File: src/rtl/uart_txq.sv
// uart_txq: byte FIFO that feeds the uart transmitter through its tx_byte/tx_send/tx_ready handshake.
// Optional feature: define UART_TXQ_CRLF_EN to send each LF byte as CR LF.
module uart_txq #(
  parameter int DEPTH_LOG2 = 4
) (
  input  logic                clock25,
  input  logic                reset_n,
  input  logic [7:0]          wr_byte,
  input  logic                wr_en,
  output logic                full,
  output logic                empty,
  output logic [DEPTH_LOG2:0] count,
  output logic                overflow,
  output logic [7:0]          tx_byte,
  output logic                tx_send,
  input  logic                tx_ready
);

  localparam int DEPTH = 1 << DEPTH_LOG2;
  localparam logic [DEPTH_LOG2:0] FULL_COUNT = (DEPTH_LOG2 + 1)'(DEPTH);

  typedef enum logic [1:0] {
    IDLE,
    LOAD,
    SEND,
    GAP
  } state_t;

  state_t r_state;
  state_t w_nextState;

  logic [7:0]            r_mem [DEPTH];
  logic [DEPTH_LOG2-1:0] r_wrPtr;
  logic [DEPTH_LOG2-1:0] r_rdPtr;
  logic [DEPTH_LOG2:0]   r_count;
  logic [DEPTH_LOG2:0]   w_nextCount;
  logic                  r_full;
  logic                  r_empty;
  logic                  r_overflow;
  logic [7:0]            r_txByte;
  logic [7:0]            w_nextTxByte;
  logic                  r_txSend;
  logic                  w_nextTxSend;
  logic [7:0]            w_head;
  logic                  w_wrAccept;
  logic                  w_pop;
`ifdef UART_TXQ_CRLF_EN
  logic                  r_crSent;
  logic                  w_nextCrSent;
`endif

  // Writes are judged on the pre-edge full flag, so a same-edge pop never rescues a write while full.
  assign w_head     = r_mem[r_rdPtr];
  assign w_wrAccept = wr_en && !r_full;

  always_ff @(posedge clock25 or negedge reset_n) begin
    if (!reset_n) begin
      r_state <= IDLE;
    end else begin
      r_state <= w_nextState;
    end
  end

  always_comb begin
    w_nextState  = r_state;
    w_nextTxSend = 1'b0;
    w_nextTxByte = r_txByte;
    w_pop        = 1'b0;
`ifdef UART_TXQ_CRLF_EN
    w_nextCrSent = r_crSent;
`endif
    case (r_state)
      IDLE: begin
        if (r_count != '0) begin
          w_nextState = LOAD;
        end
      end
      LOAD: begin
        w_nextState  = SEND;
        w_nextTxSend = 1'b1;
`ifdef UART_TXQ_CRLF_EN
        // A LF at the head is sent twice through LOAD: first as CR without popping, then for real.
        if ((w_head == 8'h0A) && !r_crSent) begin
          w_nextTxByte = 8'h0D;
          w_nextCrSent = 1'b1;
        end else begin
          w_nextTxByte = w_head;
          w_pop        = 1'b1;
          w_nextCrSent = 1'b0;
        end
`else
        w_nextTxByte = w_head;
        w_pop        = 1'b1;
`endif
      end
      SEND: begin
        if (tx_ready) begin
          w_nextState = GAP;
        end else begin
          w_nextTxSend = 1'b1;
        end
      end
      GAP: begin
        w_nextState = IDLE;
      end
      default: begin
        w_nextState = IDLE;
      end
    endcase
  end

  always_comb begin
    w_nextCount = r_count;
    if (w_wrAccept && !w_pop) begin
      w_nextCount = r_count + 1'b1;
    end else if (!w_wrAccept && w_pop) begin
      w_nextCount = r_count - 1'b1;
    end
  end

  always_ff @(posedge clock25) begin
    if (w_wrAccept) begin
      r_mem[r_wrPtr] <= wr_byte;
    end
  end

  // full/empty are registered from the next count so every output comes straight from a flop.
  always_ff @(posedge clock25 or negedge reset_n) begin
    if (!reset_n) begin
      r_wrPtr    <= '0;
      r_rdPtr    <= '0;
      r_count    <= '0;
      r_full     <= 1'b0;
      r_empty    <= 1'b1;
      r_overflow <= 1'b0;
      r_txByte   <= 8'h00;
      r_txSend   <= 1'b0;
    end else begin
      if (w_wrAccept) begin
        r_wrPtr <= r_wrPtr + 1'b1;
      end
      if (w_pop) begin
        r_rdPtr <= r_rdPtr + 1'b1;
      end
      if (wr_en && r_full) begin
        r_overflow <= 1'b1;
      end
      r_count  <= w_nextCount;
      r_full   <= (w_nextCount == FULL_COUNT);
      r_empty  <= (w_nextCount == '0);
      r_txByte <= w_nextTxByte;
      r_txSend <= w_nextTxSend;
    end
  end

`ifdef UART_TXQ_CRLF_EN
  always_ff @(posedge clock25 or negedge reset_n) begin
    if (!reset_n) begin
      r_crSent <= 1'b0;
    end else begin
      r_crSent <= w_nextCrSent;
    end
  end
`endif

  assign full     = r_full;
  assign empty    = r_empty;
  assign count    = r_count;
  assign overflow = r_overflow;
  assign tx_byte  = r_txByte;
  assign tx_send  = r_txSend;

endmodule
File: config.mk
export PLATFORM = sky130hd
export DESIGN_NAME = uart_txq
export DESIGN_NICKNAME = d
export VERILOG_FILES = /design/src/rtl/uart_txq.sv
export SDC_FILE = /design/constraint.sdc
export NUM_CORES = 1
export LEC_CHECK = 0
export CORE_MARGIN = 3
export CORE_UTILIZATION = 35
export CTS_CLUSTER_DIAMETER = 80
export CTS_CLUSTER_SIZE = 8
export DETAILED_ROUTE_END_ITERATION = 12
export GPL_TIMING_DRIVEN = 0
export PLACE_DENSITY = 0.62
export SLEW_MARGIN = 15
export SYNTH_ARGS = -nofsm -noshare
export SYNTH_HDL_FRONTEND = slang
export SYNTH_SLANG_ARGS = --single-unit
export TNS_END_PERCENT = 30
File: constraint.sdc
create_clock -name clock25 -period 5.2 [get_ports clock25]
set_input_delay 0.78 -clock clock25 [delete_from_list [all_inputs] [get_ports clock25]]
set_output_delay 0.78 -clock clock25 [all_outputs]
set_load 0.01 [all_outputs]
==> results.yml <==
status:
  status: "finished, final reports clean"
critical_path:
  critPathTopFamily: "simple AND/OR/NAND/NOR gates"
  path_max_fanout: 10
  required_ns: 5.24
  cp_slowest_cell: "nor2_1"
  startpoint_type: "input port"
  endpoint_kind: "register"
  crit_arrival_ns: 2.43
  reg2reg_slack_ns: 3.18
  cp_num_buf_inv: 2
  path_cells: "clkdlybuf4s50_1, nor2b_1, buf_4, nand2_1, nor2_1"
  critPathKind: "input port to register"
  max_stage_delay_ns: 0.64
sta:
  tightest_slew_ns: 0.799
  finClkSkew_ns: 0.00996
  timing.fmax_mhz: 419
  setup_viol: 0
  rsz0062_at_grt: "false"
  relSlewSlack_pct: 46.6
  min_period_ns: 2.39
  maxSlewViolCount: 0
  fin_tns_setup_ns: 0
  hold_violations: 0
  min_period_over_period_pct: 45.9
route:
  wl_per_cell_um: 19.8
  drc: 0
  routed-via-count: 3090
  ant_nets: 0
  wl_um: 12100
  first_iter_violations: 238
  drt_first_pass_iters: 4
  vias_per_cell: 5.05
floorplanning:
  die_area_mm2: 0.0195
  core-area_mm2: 0.0174
  fp.dieH_um: 140
  dieWidth_um: 140
  start_util_pct: 36.0
  num_rows: 48
  io_pins: 29
logic_synthesis:
  synth.most_common_cell: "edfxtp_1"
  synth-edff-count: 128
  yosysTopAreaCell: "edfxtp_1"
  seq_area_frac_synth_pct: 72.4
  synthArstFlopShare_pct: 17.4
  ys_ff_latch: 155
  synth_flop_cell: "edfxtp_1"
  synth.distinct_cells: 37
  synthCells: 327
  syn-mean-instance-area_um2: 19.1
  synth_top_cells_by_count: "edfxtp_1 (128), dfrtp_1 (26), mux4_1 (18), o22ai_1 (18), nor2_1 (16)"
  ys_top_cells_by_area: "edfxtp_1 (62%), dfrtp_1 (10%), mux4_1 (7.6%), mux4_2 (5.0%), ha_1 (2.2%)"
  synthDominantCellAreaShare_pct: 61.5
  yosys_warnings: 0
  synth_area_mm2: 0.00625
  syn-num-nets: 350
global_routing:
  grt_max_degree: 28
  grt_use_total_pct: 13.1
  antenna_found_initial: 0
  grt_pass1_wl_um: 18600
  grt_overflow: 0
  grt_pass1_vias: 3101
cts:
  cts_resized: 0
  ctsHoldBuffers: 0
  numCtsBuffers: 17
  clkSlewWorstSetupHoldPaths_ns: 0.06
  insertion_delay_ns: 0.42
  cts_sinks: 155
  clockBufferDepth: 2
  htree_levels: 4
  postCtsSetupBuffers: 0
  cts.root.buffer_cell: "clkbuf_16"
  cts_tree: "built"
power:
  p_per_area_mw_per_mm2: 564
  irDropWorstVdd_v: 0.000245
  power_mw: 4.18
  p_leak_nw: 2.53
final_layout:
  area_delta_synth_final_pct: 18.7
  drive_gt1_share_pct: 18.3
  layout.nets: 397
  insertedDiodeCount: 0
flow_run:
  max_cap_violations: 0
placement:
  gp_congestion: 0.790
  io_buffers: 28
  dp_hpwl_um: 7970
min_path:
  hold_path_class: "input port to asynchronous set/reset pin"
layer usage:
layer	share of wire (%)	GRT usage [%]
met1	45	18.3
met2	48	19.7
met3	6.5	4.05
met4	0.62	4.13
met5	0	0
through the flow:
stage	std cells	hold slack, ns	setup slack [ns]	utilization, %	cell area, um^2
floorplan	327	0.484	3.04	-	6250
global placement	580	0.439	2.02	39.2	6810
detailed placement	580	0.446	2.35	39.3	6820
CTS	612	0.389	2.80	42.7	7420
global route	612	0.419	2.65	42.7	7420
finish	612	0.391	2.81	42.7	7420
sequential cells by signal (all words and copies together) (netlist names):
| signal | flops |
|---|---|
| empty | 1 |
| r_mem | 128 |
| r_rdPtr | 4 |
| r_wrPtr | 4 |
| count | 5 |
| tx_byte | 8 |
| tx_send | 1 |
| full | 1 |
| r_state | 2 |
| overflow | 1 |
path summary, 6_finish.rpt:
kind                       cells after the start  startpoint     endpoint
min reg2reg                                    1    overflow     overflow
min in group clock25                           1    overflow     overflow
max                                            5       wr_en  r_mem[7][6]
min                                            1     reset_n         full
max in group asynchronous                      1     reset_n   r_rdPtr[3]
max reg2reg                                    5  r_rdPtr[1]   tx_byte[3]
area by class of cell:
class	count	area [um^2]
repair buffers	28	275
flip-flops and latches	155	4520
plain buffers	17	116
well taps	225	282
inverters	6	22.5
clock inverters	12	135
multi-input cells	149	1610
fillers	1498	9940
clock buffers	20	457
placed cells by master (no fill, tap or decap), drive strengths merged:
master / count
ha: 11
dfstp: 1
clkinv: 4
clkinvlp: 1
nor2b: 2
bufinv: 2
a21oi: 9
nor4: 2
buf: 15
nor2: 16
a31oi: 1
nand2b: 5
edfxtp: 128
xor2: 3
dfrtp: 26
mux4: 32
a21o: 1
mux2: 10
o211ai: 1
nor4b: 1
xnor2: 7
and2: 1
nand4: 3
inv: 11
o21ai: 4
o22ai: 18
nor3b: 2
or2: 1
nand3: 2
nor3: 4
o32a: 1
clkdlybuf4s50: 27
or3: 1
o21a: 1
clkbuf: 23
nand2: 10
cell families (layout without fill, tap and decap cells):
| kind of cell | count (synthesis) | after routing | share of synthesized area (%) |
|---|---|---|---|
| AO/OA/AOI/OAI | 36 | 36 | 3.47 |
| multiplexers | 42 | 42 | 14.4 |
| adder cells (fa/ha/maj) | 11 | 11 | 2.20 |
| buffers and inverters | 23 | 83 | 2.22 |
| flip-flops | 155 | 155 | 72.4 |
| AND/OR/NAND/NOR | 50 | 50 | 3.93 |
| XOR/XNOR | 10 | 10 | 1.40 |
where the power goes:
group	internal, mW	leakage (nW)	switching [mW]
combinational	0.623	0.766	0.677
clock	0.737	0.289	0.480
sequential	1.56	1.47	0.109
worst register-to-register path, cell delays in order, from the launching register on:
cell,delay [ns]
dfrtp_1,0.35
buf_2,0.30
buf_4,0.31
mux4_2,0.57
o22ai_1,0.24
a21oi_1,0.11
Note: power is estimated with default switching activity, not from simulation.
